$ cat src/rtl/ks_add_scheduler.sv
// Round-robin scheduler sharing one external combinational Kogge-Stone adder
// between NREQ valid/ready requesters; results land in a single ID-tagged slot.
module ks_add_scheduler #(
    parameter int NREQ  = 4,
    parameter int WIDTH = 16,
    parameter int IDW   = 2
) (
    input  logic                  wb_clk_i,
    input  logic                  wb_rst_i,
    input  logic [NREQ-1:0]       req_valid,
    output logic [NREQ-1:0]       req_ready,
    input  logic [NREQ*WIDTH-1:0] req_a,
    input  logic [NREQ*WIDTH-1:0] req_b,
    input  logic [NREQ-1:0]       req_cin,
    output logic [WIDTH-1:0]      add_a,
    output logic [WIDTH-1:0]      add_b,
    output logic                  add_cin,
    input  logic [WIDTH-1:0]      add_sum,
    input  logic                  add_cout,
    output logic                  rsp_valid,
    input  logic                  rsp_ready,
    output logic [IDW-1:0]        rsp_id,
    output logic [WIDTH-1:0]      rsp_sum,
    output logic                  rsp_cout,
    output logic [15:0]           op_count
);

    typedef enum logic {
        EMPTY = 1'b0,
        FULL  = 1'b1
    } state_t;

    state_t           state_q, state_d;
    logic [IDW-1:0]   rsp_id_q, rsp_id_d;
    logic [WIDTH-1:0] rsp_sum_q, rsp_sum_d;
    logic             rsp_cout_q, rsp_cout_d;
    logic [IDW-1:0]   ptr_q, ptr_d;
    logic [15:0]      op_count_q, op_count_d;

    logic             slot_free;
    logic             found;
    logic             grant;
    logic [IDW-1:0]   grant_idx;
    logic [IDW:0]     idx_w;

    // Rotating priority search: first valid requester at or above ptr wins.
    always_comb begin
        // NOTE: every combinationally assigned signal gets a default first so
        // no path through the block leaves it unassigned (no latch).
        found     = 1'b0;
        grant_idx = '0;
        idx_w     = '0;
        for (int k = 0; k < NREQ; k++) begin
            idx_w = {1'b0, ptr_q} + (IDW+1)'(k);
            if (idx_w >= (IDW+1)'(NREQ)) begin
                idx_w = idx_w - (IDW+1)'(NREQ);
            end
            if (!found && req_valid[idx_w[IDW-1:0]]) begin
                found     = 1'b1;
                grant_idx = idx_w[IDW-1:0];
            end
        end
    end

    assign slot_free = (state_q == EMPTY) || rsp_ready;
    assign grant     = found && slot_free && !wb_rst_i;

    // Adder inputs are held at zero without a grant to keep the adder quiet.
    always_comb begin
        req_ready = '0;
        add_a     = '0;
        add_b     = '0;
        add_cin   = 1'b0;
        if (grant) begin
            req_ready = NREQ'(1) << grant_idx;
            add_a     = req_a[grant_idx*WIDTH +: WIDTH];
            add_b     = req_b[grant_idx*WIDTH +: WIDTH];
            add_cin   = req_cin[grant_idx];
        end
    end

    always_comb begin
        state_d    = state_q;
        rsp_id_d   = rsp_id_q;
        rsp_sum_d  = rsp_sum_q;
        rsp_cout_d = rsp_cout_q;
        ptr_d      = ptr_q;
        op_count_d = op_count_q;
        case (state_q)
            EMPTY: if (grant) state_d = FULL;
            FULL:  if (rsp_ready && !grant) state_d = EMPTY;
            default: state_d = EMPTY;
        endcase
        if (grant) begin
            rsp_id_d   = grant_idx;
            rsp_sum_d  = add_sum;
            rsp_cout_d = add_cout;
            ptr_d      = (grant_idx == IDW'(NREQ - 1)) ? '0 : grant_idx + 1'b1;
            op_count_d = op_count_q + 16'd1;
        end
    end

    always_ff @(posedge wb_clk_i) begin
        // NOTE: sequential state uses non-blocking assignments so every flop
        // samples pre-edge values regardless of statement order.
        if (wb_rst_i) begin
            state_q    <= EMPTY;
            rsp_id_q   <= '0;
            rsp_sum_q  <= '0;
            rsp_cout_q <= 1'b0;
            ptr_q      <= '0;
            op_count_q <= '0;
        end else begin
            state_q    <= state_d;
            rsp_id_q   <= rsp_id_d;
            rsp_sum_q  <= rsp_sum_d;
            rsp_cout_q <= rsp_cout_d;
            ptr_q      <= ptr_d;
            op_count_q <= op_count_d;
        end
    end

    assign rsp_valid = (state_q == FULL);
    assign rsp_id    = rsp_id_q;
    assign rsp_sum   = rsp_sum_q;
    assign rsp_cout  = rsp_cout_q;
    assign op_count  = op_count_q;

endmodule

$ cat config.mk
export PLATFORM = sky130hd
export DESIGN_NAME = ks_add_scheduler
export DESIGN_NICKNAME = d
export VERILOG_FILES = /design/src/rtl/ks_add_scheduler.sv
export SDC_FILE = /design/constraint.sdc
export NUM_CORES = 1
export LEC_CHECK = 0
export ABC_AREA = 1
export CORE_ASPECT_RATIO = 1.4
export CORE_MARGIN = 10
export CORE_UTILIZATION = 32
export CTS_CLUSTER_SIZE = 24
export DETAILED_ROUTE_END_ITERATION = 10
export DONT_BUFFER_PORTS = 1
export MAX_ROUTING_LAYER = met4
export PLACE_DENSITY = 0.52
export REMOVE_ABC_BUFFERS = 1
export SLEW_MARGIN = 5
export SYNTH_ARGS = -nofsm -noshare
export SYNTH_HDL_FRONTEND = slang
export SYNTH_SLANG_ARGS = --single-unit
$ cat constraint.sdc
create_clock -name wb_clk_i -period 5.75 [get_ports wb_clk_i]
set_input_delay 1.4375 -clock wb_clk_i [delete_from_list [all_inputs] [get_ports wb_clk_i]]
set_output_delay 1.4375 -clock wb_clk_i [all_outputs]
set_load 0.05 [all_outputs]
==> flow_summary.yaml, run 1 <==
timing:
  hold_viol_final: 0
  final_clock_period_utilization_by_the_worst_path_pct: 89.1
  final_period_minus_worst_setup_slack_ns: 5.12
  finClkSkew_ns: 0.00429
  worst_slack_ns: 0.626
  worst_slew_margin_rel_pct: 39.7
  finalSetupViolations: 0
  hold-worst-slack_ns: 0.621
  drv_slew: 0
  maximum_clock_rate_mhz: 195
  setup_tns_ns: 0
  rsz_0062_raised_after_global_routing: "no"
  worst_pin_slew_ns: 0.903
synth:
  mappedNetlistArea_um2: 3430
  synthDistinctLibCells: 28
  post_synth_inst_count: 631
  flip_flop_and_latch_count_after_synthesis: 38
  yosys_warnings: 0
  syn-mean-instance-area_um2: 5.44
  synth.yosys.seq_area_share_pct: 22.2
final_layout:
  syn2layout_area_growth_pct: 20.1
  sequential_cell_area_um2: 761
  number_of_nets_at_the_end_of_the_flow: 805
  drive_above_1_share_pct: 10.1
  multi_input_comb_area_um2: 2130
  fill_cells: 1155
floorplan:
  num_rows: 44
  placeableCoreArea_um2: 10400
  start_util_pct: 33.0
  die_area_um2: 15300
  floorplan.die.width_um: 107
  design.portCount: 229
  fp.dieH_um: 142
clock_tree:
  cts_tree: "yes"
  htree_levels: 2
  cts_inserted_buffers: 5
  clkLatencyLatePin_ns: 0.28
  cts.hold.buffers_added: 0
  cts.repair_timing.setup_buffer_count: 0
  root_buffer: "clkbuf_16"
  clock_path_buffers: 2
  clkSinkCount: 38
  cts.reportedPaths.clkPinSlew_ns: 0.05
  postCtsResizedCells: 0
place:
  port-buffer-count: 0
  post-place-ws_ns: 0.589
  dp_hpwl_um: 10300
  place_congestion: 0.908
power_and_ir_drop:
  leakage_nw: 2.14
  fin_total_pwr_mw: 3.71
  ir_worst_vdd_mv: 0.271
  power_per_cell_area_nw_per_um2: 900
setup_path:
  slowest_cell_on_the_critical_path: "nand2_4"
  path_cells: "inv_1 -> nand2_1 -> nand3_2 -> nand2_1 -> nor2_4 -> nand3_4 -> nand2_4 -> inv_2 -> nand2_1 -> o21ai_1 -> buf_12"
  category_of_the_worst_setup_path_launch_point: "input port"
  category_of_the_worst_setup_path_capture_point: "primary output"
  critical_path.max_stage_delay_ns: 0.51
  timing.setup.critical_path_class: "in -> out"
  required_ns: 4.31
  worstPathArrival_ns: 3.69
  path_max_fanout: 45
  critPathMostFrequentCell: "nand2_1"
detailed_routing:
  finalWirelength_um: 12900
  drt_drc_violations_left: 0
  vias_per_cell: 5.02
  drt_first_iter_violations: 233
  drt-wirelength-per-cell_um: 16.5
  first_drt_pass_iteration_count: 4
  ant_nets: 0
  vias: 3931
global_route:
  globalRouteMet3Util_pct: 5.44
  globalRoute.busiestLayer: "met2"
  met2_usage_pct: 27.1
  antenna_violations_before_repair: 0
  first_global_vias: 3749
  grt_use_total_pct: 15.9
  grt_max_degree: 54
  grt-ovfl-total: 0
  wire_length_of_the_first_global_routing_pass_um: 19400
  global_route.usage.met1_pct: 16.7
run_status:
  status: "complete, no violations"
min_path:
  min_path_type: "reg -> reg"
flow_run:
  maxCapViolCount: 0
==> worst paths after layout <==
| kind | startpoint | to | slack, ns | depth (start not counted) |
|---|---|---|---|---|
| setup / recovery | req_valid[1] | add_b[4] | 0.63 | 11 |
| hold / removal | ptr_q[1] | ptr_q[1] | 0.62 | 2 |
| hold reg to reg | ptr_q[1] | ptr_q[1] | 0.62 | 2 |
| setup reg to reg | ptr_q[0] | op_count[5] | 2.68 | 11 |
==> flip-flops by register name, indices dropped and copies added (netlist names) <==
register / count
rsp_sum: 16
op_count: 16
rsp_cout: 1
rsp_id: 2
rsp_valid: 1
ptr_q: 2
==> report_power, final <==
group | leakage [nW] | total [mW] | internal (mW) | switching (mW)
registers | 0.312 | 0.498 | 0.311 | 0.187
logic | 1.76 | 2.96 | 0.997 | 1.96
clock network | 0.0640 | 0.253 | 0.158 | 0.0947
==> critical path, delay by kind of cell <==
kind | cells | cell delay, ns
compound gates | 1 | 0.17
buf+inv | 3 | 0.48
simple gates | 7 | 1.59
==> final cells by class <==
type                            count  share of cell area (%)
Antenna cell                        1                  0.0608
Clock buffer                        7                    3.22
Inverter                           85                    7.81
Multi-Input combinational cell    471                    51.7
Sequential cell                    38                    18.5
Tap cell                          138                    4.19
Timing Repair Buffer               43                    14.5
==> stage by stage <==
stage / std cells / util [%] / instance area (µm²)
after floorplan: 594 / - / 3210
after global placement: 775 / 38.3 / 3980
after detailed placement: 775 / 38.3 / 3980
after CTS: 782 / 39.6 / 4120
after global routing: 782 / 39.6 / 4120
final: 783 / 39.6 / 4120
==> synth_stat cells <==
master | instances | area (µm²)
buf_1 | 2 | 7.51
nor3_1 | 5 | 25.0
nand4_1 | 25 | 156
xor2_1 | 3 | 26.3
buf_6 | 8 | 90.1
nor2_2 | 1 | 6.26
nand3_4 | 1 | 17.5
nand2_4 | 1 | 11.3
nor4_1 | 1 | 6.26
clkbuf_1 | 14 | 52.6
nand2_1 | 276 | 1040
inv_4 | 1 | 6.26
nand2_2 | 5 | 31.3
buf_2 | 12 | 60.1
xnor2_1 | 2 | 17.5
a21oi_1 | 28 | 140
dfxtp_1 | 38 | 761
buf_4 | 1 | 7.51
a22oi_1 | 1 | 7.51
inv_2 | 4 | 15.0
o21ai_0 | 22 | 110
ha_1 | 5 | 62.6
inv_1 | 80 | 300
nor2_4 | 1 | 11.3
nand3_2 | 3 | 30.0
o21ai_1 | 6 | 30.0
nor2_1 | 17 | 63.8
nand3_1 | 68 | 340
==> cells by family after synthesis <==
kind of cell,Yosys count,synth area share [%]
xor+xnor,5,1.28
compound gates,57,8.39
flops,38,22.2
simple gates,404,50.6
buf+inv,122,15.7
fa+ha+maj,5,1.82
==> cell usage in the layout, fill, tap and decap left out, types with 4 or more instances in the layout <==
cell / instances
inv_1: 80
o21ai_1: 12
inv_2: 4
ha_1: 5
a21oi_1: 28
buf_12: 22
nor2_1: 17
nor3_1: 5
buf_4: 21
nand2_1: 276
nand2_2: 5
o21ai_0: 16
nand4_1: 25
nand3_1: 68
dfxtp_1: 38
clkbuf_16: 5
==> routing by layer <==
layer | part of all wire (%) | vias up | routed length (µm)
met3 | 9.7 | 15 | 1250
met2 | 50 | 148 | 6510
li1 | - | 2002 | -
met5 | 0 | - | 0
met4 | 1.9 | 0 | 244
met1 | 38 | 1766 | 4880
Note: power is estimated with default switching activity, not from simulation.
==> run 2, diff against run 1 <==
--- a/config.mk
+++ b/config.mk
@@ -8,12 +8,13 @@
 export ABC_AREA = 1
 export CORE_ASPECT_RATIO = 1.4
 export CORE_MARGIN = 10
-export CORE_UTILIZATION = 32
+export CORE_UTILIZATION = 54
 export CTS_CLUSTER_SIZE = 24
 export DETAILED_ROUTE_END_ITERATION = 10
 export DONT_BUFFER_PORTS = 1
 export MAX_ROUTING_LAYER = met4
-export PLACE_DENSITY = 0.52
+export PLACE_DENSITY = 0.75
+export RECOVER_POWER = 25
 export REMOVE_ABC_BUFFERS = 1
 export SLEW_MARGIN = 5
 export SYNTH_ARGS = -nofsm -noshare
==> run 2 against run 1 <==
Sequential power about the same. Core utilization grew 25 points. Via count grew 3.0%. Die area is 35% lower. First-iteration DRC count rose by 35%. Critical path depth is 2 higher. Clock power fell by 26%. Largest power group unchanged.
==> flow_summary.yaml, run 2 (synthesis gave the netlist of run 1 again) <==
floorplan:
  placeableCoreArea_um2: 6210
  die_area_um2: 9980
  start_util_pct: 55.2
  design.portCount: 229
  fp.dieH_um: 114
  num_rows: 34
  floorplan.die.width_um: 87.4
power_and_ir_drop:
  ir_worst_vdd_mv: 0.436
  power_dissipated_by_switching_net_loads_mw: 2.25
  power.sequential.fraction_pct: 13.5
  power_per_cell_area_nw_per_um2: 915
  leakage_nw: 2.13
  power_frac_comb_pct: 81.3
  power.internal_mw: 1.42
  power_switching_share_pct: 61.3
  share_clk_of_total_power_pct: 5.1
detailed_routing:
  first_drt_pass_iteration_count: 6
  vias: 4048
  ant_nets: 0
  vias_per_cell: 5.65
  drt_drc_violations_left: 0
  drt_first_iter_violations: 315
  drt-wirelength-per-cell_um: 18.0
  finalWirelength_um: 12900
final_layout:
  syn2layout_area_growth_pct: 16.9
  final_design_area_no_fill_um2: 4010
  fill_cells: 555
  diodes: 0
  layout.cells.most_common_list: "nand2_1, inv_1, nand3_1"
  number_of_nets_at_the_end_of_the_flow: 805
  sequential_cell_area_um2: 761
  layout.cells.most_common: "nand2_1"
  drive_above_1_share_pct: 10.5
  multi_input_comb_area_um2: 2130
timing:
  setup_tns_ns: 0
  worst_slew_margin_rel_pct: 37.5
  final_period_minus_worst_setup_slack_ns: 5.28
  drv_slew: 0
  rsz_0062_raised_after_global_routing: "no"
  finalSetupViolations: 0
  hold_viol_final: 0
  worst_pin_slew_ns: 0.936
  finClkSkew_ns: 0.00282
  maximum_clock_rate_mhz: 189
  final_clock_period_utilization_by_the_worst_path_pct: 91.8
setup_path:
  category_of_the_worst_setup_path_launch_point: "input port"
  category_of_the_worst_setup_path_capture_point: "primary output"
  timing.setup.critical_path_class: "in -> out"
  path_max_fanout: 40
  worstPathArrival_ns: 3.84
  required_ns: 4.31
run_status:
  status: "complete, no violations"
global_route:
  grt_use_total_pct: 23.8
  first_global_vias: 3803
  grt-ovfl-total: 0
  antenna_violations_before_repair: 0
  wire_length_of_the_first_global_routing_pass_um: 19300
  grt_max_degree: 59
clock_tree:
  cts_tree: "yes"
  cts.reportedPaths.clkPinSlew_ns: 0.07
  clkLatencyLatePin_ns: 0.28
  htree_levels: 2
  postCtsResizedCells: 0
  clock_path_buffers: 2
  cts.hold.buffers_added: 0
  root_buffer: "clkbuf_8"
  cts_inserted_buffers: 5
  cts.repair_timing.setup_buffer_count: 0
  clkSinkCount: 38
place:
  place_congestion: 0.949
  dp_hpwl_um: 10300
  placed_area_um2: 3910
  port-buffer-count: 0
min_path:
  min_path_type: "reg -> reg"
flow_run:
  maxCapViolCount: 0
==> run 2: cell types whose count changed in the layout (fill, tap and decap cells not counted) <==
cell	before	now
diode_2	1	0
clkbuf_8	0	6
buf_4	21	20
clkbuf_1	2	0
clkbuf_16	5	0
clkinvlp_4	0	1
buf_12	22	23
clkinv_2	0	1
==> run 2: power groups by stage <==
| stage | clock network [mW] | registers (mW) | logic [mW] |
|---|---|---|---|
| 2_1_floorplan | 0 | 0.485 | 1.89 |
| 3_3_place_gp | 0 | 0.502 | 2.92 |
| 3_5_place_dp | 0 | 0.504 | 2.98 |
| 4_1_cts | 0.193 | 0.498 | 2.99 |
| 5_1_grt | 0.202 | 0.505 | 3.24 |
| 6_report | 0.188 | 0.496 | 2.98 |
==> run 2: metrics by stage <==
stage               cells  power (mW)  hold slack [ns]  util (%)  setup slack [ns]
CTS                   717        3.68            0.617      64.5             0.486
global route          717        3.94            0.646      64.5            0.0879
detailed placement    709        3.49            0.607      63.0             0.490
finish                717        3.67            0.619      64.5             0.470
global placement      709        3.42            0.591      63.0             0.550
floorplan             594        2.38            0.542         -            -0.463
==> run 2: final timing paths <==
path | from | end | slack (ns) | cells past startpoint
min | ptr_q[1] | ptr_q[1] | 0.62 | 2
max reg2reg | ptr_q[0] | ptr_q[1] | 2.56 | 11
max | req_valid[3] | add_a[5] | 0.47 | 13
min reg2reg | ptr_q[1] | ptr_q[1] | 0.62 | 2
==> run 2: cell type report <==
| class | instances | share of cell area, % |
|---|---|---|
| Timing Repair Buffer | 43 | 15.2 |
| Clock buffer | 6 | 2.06 |
| Sequential cell | 38 | 19.0 |
| Inverter | 85 | 8.02 |
| Tap cell | 72 | 2.25 |
| Multi-Input combinational cell | 471 | 53.1 |
| Clock inverter | 2 | 0.312 |
==> run 2: critical path, stage by stage <==
cell	delay, ns
inv_1	0.03
nand2_1	0.08
nand3_1	0.10
nand2_1	0.08
inv_1	0.08
nand3_4	0.28
nand3_2	0.46
inv_2	0.67
nand2_1	0.12
nand2_1	0.10
nand2_1	0.05
o21ai_1	0.15
buf_12	0.18
==> run 2: routing by layer <==
metal  GRT usage [%]  vias to the layer above  wire length (µm)
met1            26.4                     1818              4630
met5               -                        -                 0
li1                -                     1997                 -
met2            40.6                      219              6580
met3            7.19                       14              1540
met4            5.54                        0               170
==> run 3, diff against run 2 <==
--- a/config.mk
+++ b/config.mk
@@ -5,7 +5,6 @@
 export SDC_FILE = /design/constraint.sdc
 export NUM_CORES = 1
 export LEC_CHECK = 0
-export ABC_AREA = 1
 export CORE_ASPECT_RATIO = 1.4
 export CORE_MARGIN = 10
 export CORE_UTILIZATION = 54
==> run 3 against run 2 <==
Via count shrank 40%. Core utilization down 1.9 points. Count of clock-buffer cells in the layout is 1 lower. Synthesized cell count down 51%. Design area is 25% lower. Largest power group unchanged. Critical endpoint is now add_b[3]. Critical path type unchanged. Worst hold slack worse by 0.058 ns.
==> flow_summary.yaml, run 3 <==
run_status:
  status: "complete, no violations"
global_route:
  first_global_vias: 2509
  grt_max_degree: 45
  wire_length_of_the_first_global_routing_pass_um: 13900
  grt_use_total_pct: 22.3
  antenna_violations_before_repair: 0
  grt-ovfl-total: 0
detailed_routing:
  drt-wirelength-per-cell_um: 24.6
  vias: 2423
  vias_per_cell: 6.18
  finalWirelength_um: 9640
  ant_nets: 0
  drt_first_iter_violations: 119
  first_drt_pass_iteration_count: 5
  drt_drc_violations_left: 0
clock_tree:
  clkLatencyLatePin_ns: 0.29
  clkSinkCount: 38
  cts_tree: "yes"
  postCtsResizedCells: 0
  cts.repair_timing.setup_buffer_count: 0
  root_buffer: "clkbuf_8"
  htree_levels: 2
  clock_path_buffers: 2
  cts.hold.buffers_added: 0
  cts.reportedPaths.clkPinSlew_ns: 0.08
  cts_inserted_buffers: 5
setup_path:
  cp.buffers_inverters: 2
  critPathMostFrequentCell: "buf_4"
  required_ns: 4.31
  path_cells: "nor2b_1 -> nor3_1 -> nand2_1 -> buf_4 -> o22ai_1 -> buf_4"
  critical_path.max_stage_delay_ns: 0.68
  worst_path_dominant_cell_family: "simple AND/OR/NAND/NOR gates"
  slowest_cell_on_the_critical_path: "nor3_1"
  category_of_the_worst_setup_path_launch_point: "input port"
  category_of_the_worst_setup_path_capture_point: "primary output"
  path_max_fanout: 29
  worstPathArrival_ns: 3.33
  timing.setup.critical_path_class: "in -> out"
synth:
  post-synth-top-area-fraction_pct: 28.5
  synthDistinctLibCells: 32
  asyncSetResetFlopFracSynth_pct: 0
  post_synth_inst_count: 307
  netlist.top_cell.by_area: "dfxtp_1"
  yosys_warnings: 0
  synth_commonest_cells: "mux2i_1, dfxtp_1, o22ai_1"
  mappedNetlistArea_um2: 2670
  synth.top_cells.by_area: "dfxtp_1, mux2i_1, o22ai_1, nand2b_1, xor2_1"
  syn-mean-instance-area_um2: 8.68
  synth.yosys.seq_area_share_pct: 28.5
  synth_top_flop_cell: "dfxtp_1"
  synth.most_common_cell: "mux2i_1"
  synth-edff-count: 0
  flip_flop_and_latch_count_after_synthesis: 38
power_and_ir_drop:
  ir_worst_vdd_mv: 0.172
  leakage_nw: 1.25
  fin_total_pwr_mw: 1.11
  power_per_cell_area_nw_per_um2: 369
timing:
  finClkSkew_ns: 0.00727
  worst_slew_margin_rel_pct: 23.7
  setup_tns_ns: 0
  finalSetupViolations: 0
  drv_slew: 0
  hold-worst-slack_ns: 0.560
  rsz_0062_raised_after_global_routing: "no"
  final_period_minus_worst_setup_slack_ns: 4.77
  maximum_clock_rate_mhz: 210
  hold_viol_final: 0
  worst_pin_slew_ns: 1.13
  final_clock_period_utilization_by_the_worst_path_pct: 82.9
final_layout:
  drive_above_1_share_pct: 14.9
  syn2layout_area_growth_pct: 12.8
  number_of_nets_at_the_end_of_the_flow: 488
  layout.cells.most_common: "mux2i_1"
  layout.cells.most_common_list: "mux2i_1, dfxtp_1, buf_4"
  final_cell_count_no_fill: 392
  final_design_area_no_fill_um2: 3010
  diodes: 0
min_path:
  min_path_type: "reg -> reg"
flow_run:
  maxCapViolCount: 0
place:
  dp_hpwl_um: 7910
  place_congestion: 0.814
  placed_area_um2: 2900
  port-buffer-count: 0
  post-place-cells: 384
floorplan:
  die_area_um2: 8190
  placeableCoreArea_um2: 4800
  fp.dieH_um: 103
  floorplan.die.width_um: 79.4
  num_rows: 30
  design.portCount: 229
  start_util_pct: 55.5
run 3: changes by cell type in the layout (fill, tap and decap cells not counted), moves of 10 or more:
| cell | delta |
|---|---|
| a21oi_1 | -23 |
| buf_12 | -22 |
| buf_4 | +16 |
| inv_1 | -75 |
| mux2i_1 | +66 |
| nand2_1 | -252 |
| nand2b_1 | +23 |
| nand3_1 | -61 |
| nand4_1 | -20 |
| o21ai_0 | -16 |
| o22ai_1 | +34 |
| xor2_1 | +10 |
run 3: path summary, 6_finish.rpt:
path                     from      endpoint  slack [ns]  depth (start not counted)
hold / removal       ptr_q[0]      ptr_q[0]        0.56                          2
setup reg to reg  op_count[0]  op_count[15]        3.29                          5
hold reg to reg      ptr_q[0]      ptr_q[0]        0.56                          2
setup / recovery    rsp_ready      add_b[3]        0.98                          6
run 3: cells by family (layout without fill, tap and decap cells):
family,count (synthesis),count (layout),share of synthesized area (%)
compound gates,63,63,13.9
xor+xnor,15,15,4.93
fa+ha+maj,5,5,2.35
buf+inv,30,51,6.67
flops,38,38,28.5
mux,66,66,24.8
simple gates,90,90,18.8
run 3: metrics by stage:
stage	setup WS [ns]	utilization [%]
2_1_floorplan	-0.755	-
3_3_place_gp	1.06	60.3
3_5_place_dp	1.02	60.3
4_1_cts	0.999	63.1
5_1_grt	0.723	62.6
6_report	0.982	62.6
run 3: metal layers:
| layer | wire [µm] | part of all wire [%] | track usage, % | vias up |
|---|---|---|---|---|
| met2 | 4890 | 51 | 37.1 | 168 |
| met4 | 208 | 2.2 | 7.33 | 0 |
| li1 | - | - | - | 1140 |
| met1 | 3410 | 35 | 22.6 | 1097 |
| met3 | 1130 | 12 | 10.5 | 18 |
| met5 | 0 | 0 | - | - |
run 3: cell type report:
class / instances / area (µm²)
clock buffers: 5 / 68.8
clock inverters: 3 / 68.8
fillers: 436 / 1800
inverters: 6 / 22.5
multi-input cells: 239 / 1720
flip-flops and latches: 38 / 761
well taps: 64 / 80.1
repair buffers: 37 / 290
run 3: where the power goes:
group	total, mW	switching, mW	internal [mW]
combinational	0.489	0.317	0.172
sequential	0.354	0.0717	0.282
clock	0.268	0.0941	0.174
run 3: worst reg2reg max path, stage by stage, from the launching register on:
cell	delay, ns
dfxtp_1	0.74
nand3_1	0.19
nor4_1	0.90
nand4_1	0.26
xor2_1	0.20
nor2_1	0.11
